`src/rtl/vdp_pkg.sv`:
```
// Shared types and helpers for the lane-parallel dot-product engine.
package vdp_pkg;

  typedef enum logic [1:0] {
    IDLE  = 2'd0,
    ACCUM = 2'd1,
    DONE  = 2'd2
  } state_t;

  // Number of accumulate cycles needed to cover vector_size elements.
  function automatic int steps(input int vector_size, input int lanes);
    return (vector_size + lanes - 1) / lanes;
  endfunction

endpackage

```
`src/rtl/vdp_lane_sum.sv`:
```
// Combinational sum of LANES element-wise products, reduced modulo 2^ACC_WIDTH.
module vdp_lane_sum
  import vdp_pkg::*;
#(
  parameter int LANES      = 1,
  parameter int DATA_WIDTH = 31,
  parameter int ACC_WIDTH  = 65
) (
  input  logic                  signed_mode,
  input  logic [DATA_WIDTH-1:0] a   [LANES],
  input  logic [DATA_WIDTH-1:0] b   [LANES],
  output logic [ACC_WIDTH-1:0]  sum
);

  // Operands are widened at least to ACC_WIDTH so the low ACC_WIDTH product
  // bits are exact for both signed and unsigned interpretation.
  localparam int EXT_WIDTH = (ACC_WIDTH > DATA_WIDTH) ? ACC_WIDTH : DATA_WIDTH;

  function automatic logic [EXT_WIDTH-1:0] extend(input logic [DATA_WIDTH-1:0] x,
                                                  input logic                  sgn);
    logic signed [DATA_WIDTH-1:0] sx;
    sx = x;
    if (sgn) return EXT_WIDTH'(sx);
    return EXT_WIDTH'(x);
  endfunction

  always_comb begin
    // NOTE: the default assignment before the loop keeps this block free of
    // inferred latches; blocking '=' is right here because each iteration
    // builds on the previous partial sum within the same evaluation.
    sum = '0;
    for (int i = 0; i < LANES; i++) begin
      sum = sum + ACC_WIDTH'(extend(a[i], signed_mode) * extend(b[i], signed_mode));
    end
  end

endmodule

```
`src/rtl/vector_dot_product_lanes.sv`:
```
// Multi-cycle dot-product engine: captures two vectors on start, accumulates
// LANES products per cycle, and presents a registered result with a valid pulse.
module vector_dot_product_lanes
  import vdp_pkg::*;
#(
  parameter int VECTOR_SIZE = 4,
  parameter int DATA_WIDTH  = 31,
  parameter int LANES       = 1,
  parameter int ACC_WIDTH   = 2 * DATA_WIDTH + $clog2(VECTOR_SIZE) + 1
) (
  input  logic                  clk,
  input  logic                  reset,
  input  logic                  start,
  input  logic                  signed_mode,
  input  logic [DATA_WIDTH-1:0] vec1 [0:VECTOR_SIZE-1],
  input  logic [DATA_WIDTH-1:0] vec2 [0:VECTOR_SIZE-1],
  output logic                  busy,
  output logic [ACC_WIDTH-1:0]  result,
  output logic                  valid
);

  localparam int STEPS       = steps(VECTOR_SIZE, LANES);
  localparam int STEP_WIDTH  = $clog2(STEPS + 1);
  localparam int INDEX_WIDTH = (VECTOR_SIZE > 1) ? $clog2(VECTOR_SIZE) : 1;
  localparam logic [STEP_WIDTH-1:0] LAST_STEP = STEP_WIDTH'(STEPS - 1);

  state_t                  state;
  logic [STEP_WIDTH-1:0]   step;
  logic [ACC_WIDTH-1:0]    acc;
  logic [ACC_WIDTH-1:0]    lane_total;
  logic                    accept;

  logic [DATA_WIDTH-1:0]   op_a [0:VECTOR_SIZE-1];
  logic [DATA_WIDTH-1:0]   op_b [0:VECTOR_SIZE-1];
  logic                    op_signed;

  logic [DATA_WIDTH-1:0]   lane_a [LANES];
  logic [DATA_WIDTH-1:0]   lane_b [LANES];

  assign accept = (state == IDLE) && start;

  // NOTE: operand capture registers are deliberately not reset: they are
  // only consumed after a capture, so a reset would just add fan-out.
  always_ff @(posedge clk) begin
    if (accept) begin
      op_a      <= vec1;
      op_b      <= vec2;
      op_signed <= signed_mode;
    end
  end

  // Select this step's operand slice; lanes past the vector end read as zero.
  always_comb begin
    for (int l = 0; l < LANES; l++) begin
      lane_a[l] = '0;
      lane_b[l] = '0;
      if (int'(step) * LANES + l < VECTOR_SIZE) begin
        lane_a[l] = op_a[INDEX_WIDTH'(int'(step) * LANES + l)];
        lane_b[l] = op_b[INDEX_WIDTH'(int'(step) * LANES + l)];
      end
    end
  end

  vdp_lane_sum #(
    .LANES      (LANES),
    .DATA_WIDTH (DATA_WIDTH),
    .ACC_WIDTH  (ACC_WIDTH)
  ) u_lane_sum (
    .signed_mode (op_signed),
    .a           (lane_a),
    .b           (lane_b),
    .sum         (lane_total)
  );

  always_ff @(posedge clk or posedge reset) begin
    if (reset) begin
      state  <= IDLE;
      step   <= '0;
      acc    <= '0;
      result <= '0;
      valid  <= 1'b0;
      busy   <= 1'b0;
    end else begin
      valid <= 1'b0;
      unique case (state)
        IDLE: begin
          // busy stays high through the valid cycle and drops in the first idle one
          busy <= accept;
          if (accept) begin
            acc   <= '0;
            step  <= '0;
            state <= ACCUM;
          end
        end
        ACCUM: begin
          acc <= acc + lane_total;
          if (step == LAST_STEP) state <= DONE;
          else                   step  <= step + STEP_WIDTH'(1);
        end
        DONE: begin
          result <= acc;
          valid  <= 1'b1;
          state  <= IDLE;
        end
        default: state <= IDLE;
      endcase
    end
  end

endmodule
```
`config.mk`:
```
export PLATFORM = sky130hd
export DESIGN_NAME = vector_dot_product_lanes
export DESIGN_NICKNAME = d
export VERILOG_FILES = /design/src/rtl/vdp_pkg.sv /design/src/rtl/vdp_lane_sum.sv /design/src/rtl/vector_dot_product_lanes.sv
export SDC_FILE = /design/constraint.sdc
export NUM_CORES = 2
export LEC_CHECK = 0
export BUFFER_PORTS_ARGS = -buffer_cell sky130_fd_sc_hd__buf_4
export CAP_MARGIN = 40
export CORE_UTILIZATION = 65
export CTS_CLUSTER_SIZE = 20
export DETAILED_ROUTE_END_ITERATION = 7
export GPL_TIMING_DRIVEN = 1
export PLACE_DENSITY = 0.84
export REMOVE_ABC_BUFFERS = 1
export SYNTH_ARGS = -nofsm -noshare
export SYNTH_HDL_FRONTEND = slang
export SYNTH_HIERARCHICAL = 1
export SYNTH_SLANG_ARGS = --single-unit
```
`constraint.sdc`:
```
create_clock -name clk -period 14.7 [get_ports clk]
set_input_delay 0 -clock clk [delete_from_list [all_inputs] [get_ports clk]]
set_output_delay 0 -clock clk [all_outputs]
set_load 0.005 [all_outputs]
```
==> flow_summary.ini <==
[synth]
synth_warnings = 6
ys_dominant_reg_cell = sky130_fd_sc_hd__edfxtp_1
synth.ff_latch_count = 386
synth-seq-area-share_pct = 17.0
synth_largest_area_cell = sky130_fd_sc_hd__fa_1
synth.avg_cell_area_sq_um = 10.6
syn_area_sq_um = 64200
number_of_enable_flip_flop_cells_after_synthesis = 249
post-synth-top-area-fraction_pct = 43.3
yosysUniqueCellTypes = 80
syn_inst = 6049
synth_async_sr_flop_share_pct = 35.5
yosys-top-cells-area = sky130_fd_sc_hd__fa_1 43%, sky130_fd_sc_hd__edfxtp_1 12%, sky130_fd_sc_hd__inv_1 7.5%

[global_routing]
grtUsageMet1_pct = 51.8
fraction_of_met2_tracks_used_by_global_routing_pct = 67.5
globalRoute.busiestLayer = met2
number_of_antenna_violations_at_the_first_check_in_global_routing = 11
first_pass_grt_wire_length_microns = 318000
first_global_vias = 53713
grt_remaining_overflow = 0
grt_use_total_pct = 43.5
global_route.usage.met3_pct = 15.1
pin_count_of_the_biggest_net_entering_global_routing = 83

[setup_path]
max_stage_delay_ns = 0.80
crit_path_max_fanout = 27
worst_ep_arrival_time_ns = 14.80
worst_r2r_startpoint = step[0]$_DFFE_PP0P_
cp.required_ns = 15.18
worst_setup_path_start_kind = register
most_common_cell_type_on_the_critical_path = sky130_fd_sc_hd__fa_1
ff2ff_setup_slack_ns = 0.38
cpMaxStageDelayCell = sky130_fd_sc_hd__dfrtp_4
worst_setup_path_startpoint = step[0]$_DFFE_PP0P_
worstSetupPathType = reg -> reg
reg2regPathDepth = 39
timing.critical_path.to_type = register
critical_path.endpoint = acc[64]$_DFFE_PP0P_
critical_path.reg2reg.endpoint = acc[64]$_DFFE_PP0P_

[placed_design]
portBuffers = 318
gp_congestion = 1.08
post_dp_area_sq_um = 68300
hpwlAfterDp_microns = 154000

[clock_network]
cts.sinks = 386
clk_path_buf_depth = 3
clockRootBuffer = sky130_fd_sc_hd__clkbuf_16
tritoncts = built
htree_levels = 2
worstSkewPairLatency_ns = 0.64
cts_inserted_buffers = 38
postCtsSetupBuffers = 0
post_cts_resized = 0
path_clk_slew_ns = 0.08

[final_layout]
areaGrowthSynthToFinish_pct = 12.2
drive_above_1_share_pct = 10.2
fin_util_pct = 74.1
postLayoutCellArea_sq_um = 72000
num-nets-final = 8510
num-fill-cells = 6256
final_cell_mix = 1389 x sky130_fd_sc_hd__fa_1, 1285 x sky130_fd_sc_hd__inv_1, 630 x sky130_fd_sc_hd__and2_1
most_frequent_standard_cell_in_the_layout_excluding_fill_and_tap_cells = sky130_fd_sc_hd__fa_1

[route]
vias_per_cell = 6.28
drc = 4
routed-via-count = 48969
postRouteWirelength_microns = 209000
initialDrtViolationCount = 5752
final_antenna_net_count = 0
wl_per_cell_microns = 26.8
detailedRoute.firstPassIterationCount = 8

[sta]
maxClockFrequency_mhz = 69.8
final.setup.tns_ns = 0
timing.slew.headroom_pct = 28.5
setup-violations-final = 0
final_hold_viol_count = 0
finalWorstPathRequiredPeriod_ns = 14.32
layout_worst_path_cycle_share_pct = 97.4
worstMarginPinSlew_ns = 1.07
final_max_slew_viol_count = 0
finalClockSkew_ns = 0.0639
unrepaired_setup_endpoints_after_global_routing = false
whs_ns = 0.0492

[floorplan]
die-width_microns = 316
core_region_area_sq_um = 97300
die_y_microns = 316
initial_utilization_pct = 66.0
io_pins = 319
placementRows = 114
fp.dieArea_sq_um = 100000

[outcome]
outcome = finished, violations left
violations = DRC

[flow_run]
maxCapViolCount = 0

[hold_path]
hp-class = in -> async
## sequential cells by signal, summed over array words and instances, names as in the netlist
name       count
op_a         124
op_b         124
acc           65
result        65
step           3
state          2
busy           1
op_signed      1
valid          1
## stage by stage
stage / std cells / setup slack [ns]
detailed placement: 7471 / 1.02
finish: 7803 / 0.376
global placement: 7455 / 1.23
global route: 7795 / 0.171
CTS: 7791 / 1.00
floorplan: 5757 / 0.550
## synthesized netlist by cell type (13+ instances only)
cell type,instances
sky130_fd_sc_hd__clkbuf_1,280
sky130_fd_sc_hd__mux2_2,66
sky130_fd_sc_hd__nand3_1,59
sky130_fd_sc_hd__nand2b_1,13
sky130_fd_sc_hd__and3_1,42
sky130_fd_sc_hd__dfrtp_1,137
sky130_fd_sc_hd__nand4_1,32
sky130_fd_sc_hd__ha_1,383
sky130_fd_sc_hd__o21bai_1,27
sky130_fd_sc_hd__a21oi_1,135
sky130_fd_sc_hd__xor2_1,52
sky130_fd_sc_hd__o21ai_0,83
sky130_fd_sc_hd__nand2_1,562
sky130_fd_sc_hd__edfxtp_1,249
sky130_fd_sc_hd__o21a_1,18
sky130_fd_sc_hd__fa_1,1389
sky130_fd_sc_hd__o21ai_1,39
sky130_fd_sc_hd__mux4_2,62
sky130_fd_sc_hd__xnor2_1,135
sky130_fd_sc_hd__a211oi_1,16
sky130_fd_sc_hd__nor3_1,18
sky130_fd_sc_hd__a21o_1,102
sky130_fd_sc_hd__and2_1,637
sky130_fd_sc_hd__nor2_1,77
sky130_fd_sc_hd__inv_1,1288
## worst max-delay path, delay by kind of cell (launching register included)
family	cells	cell delay [ns]
adders and majority gates	12	5.76
AOI/OAI and AO/OA	12	3.19
and+or+nand+nor	5	1.78
buffers and inverters	7	1.36
muxes	2	0.82
DFF	1	0.80
xor gates and xnor gates	1	0.44
## final cells by class
cell class	count	area [sq um]	area share (%)
antenna	12	30.0	0.0417
inverter	1289	4850	6.73
sequential	386	10900	15.1
timing repair buffer	689	6010	8.34
clock inverter	21	223	0.309
multi-input combinational	4082	47400	65.8
tap	1276	1600	2.22
clock buffer	48	1010	1.40
## repair_timing
item / CTS / global route
setup endpoints to repair: 0 / 0
hold buffers: 251 / 0
endpoints found under the hold margin: 342 / 0
## per-layer routing
metal  vias to the layer above  wire length, microns
met5                         -                   202
met4                        14                 17600
met3                      1231                 28000
met2                      3777                 95000
met1                     24582                 68300
li1                      19365                     -
## kinds of logic after synthesis
| kind of cell | count (synthesis) | synth area share, % |
|---|---|---|
| fa+ha+maj | 1772 | 50.7 |
| xor+xnor | 187 | 2.55 |
| compound gates | 522 | 5.41 |
| simple gates | 1472 | 11.7 |
| buf+inv | 1581 | 9.25 |
| flops | 386 | 17.0 |
| mux | 129 | 3.35 |
## worst min path at each step
stage                        from                    end  slack (ns)  cells after the start
after global placement      reset  result[2]$_DFFE_PP0P_        0.15                      2
final                       reset  result[2]$_DFFE_PP0P_        0.05                      3
after floorplan           vec1[0]      op_a[0]$_DFFE_PP_         0.1                      0
after detailed placement    reset  result[2]$_DFFE_PP0P_        0.16                      2
after global routing      vec2[9]      op_b[9]$_DFFE_PP_        0.08                      2
after CTS                   reset     acc[0]$_DFFE_PP0P_        0.08                      3
Power is left out: the tool's default activity adds up to more than one toggle a clock period on the data nets, which glitch-free logic cannot reach.
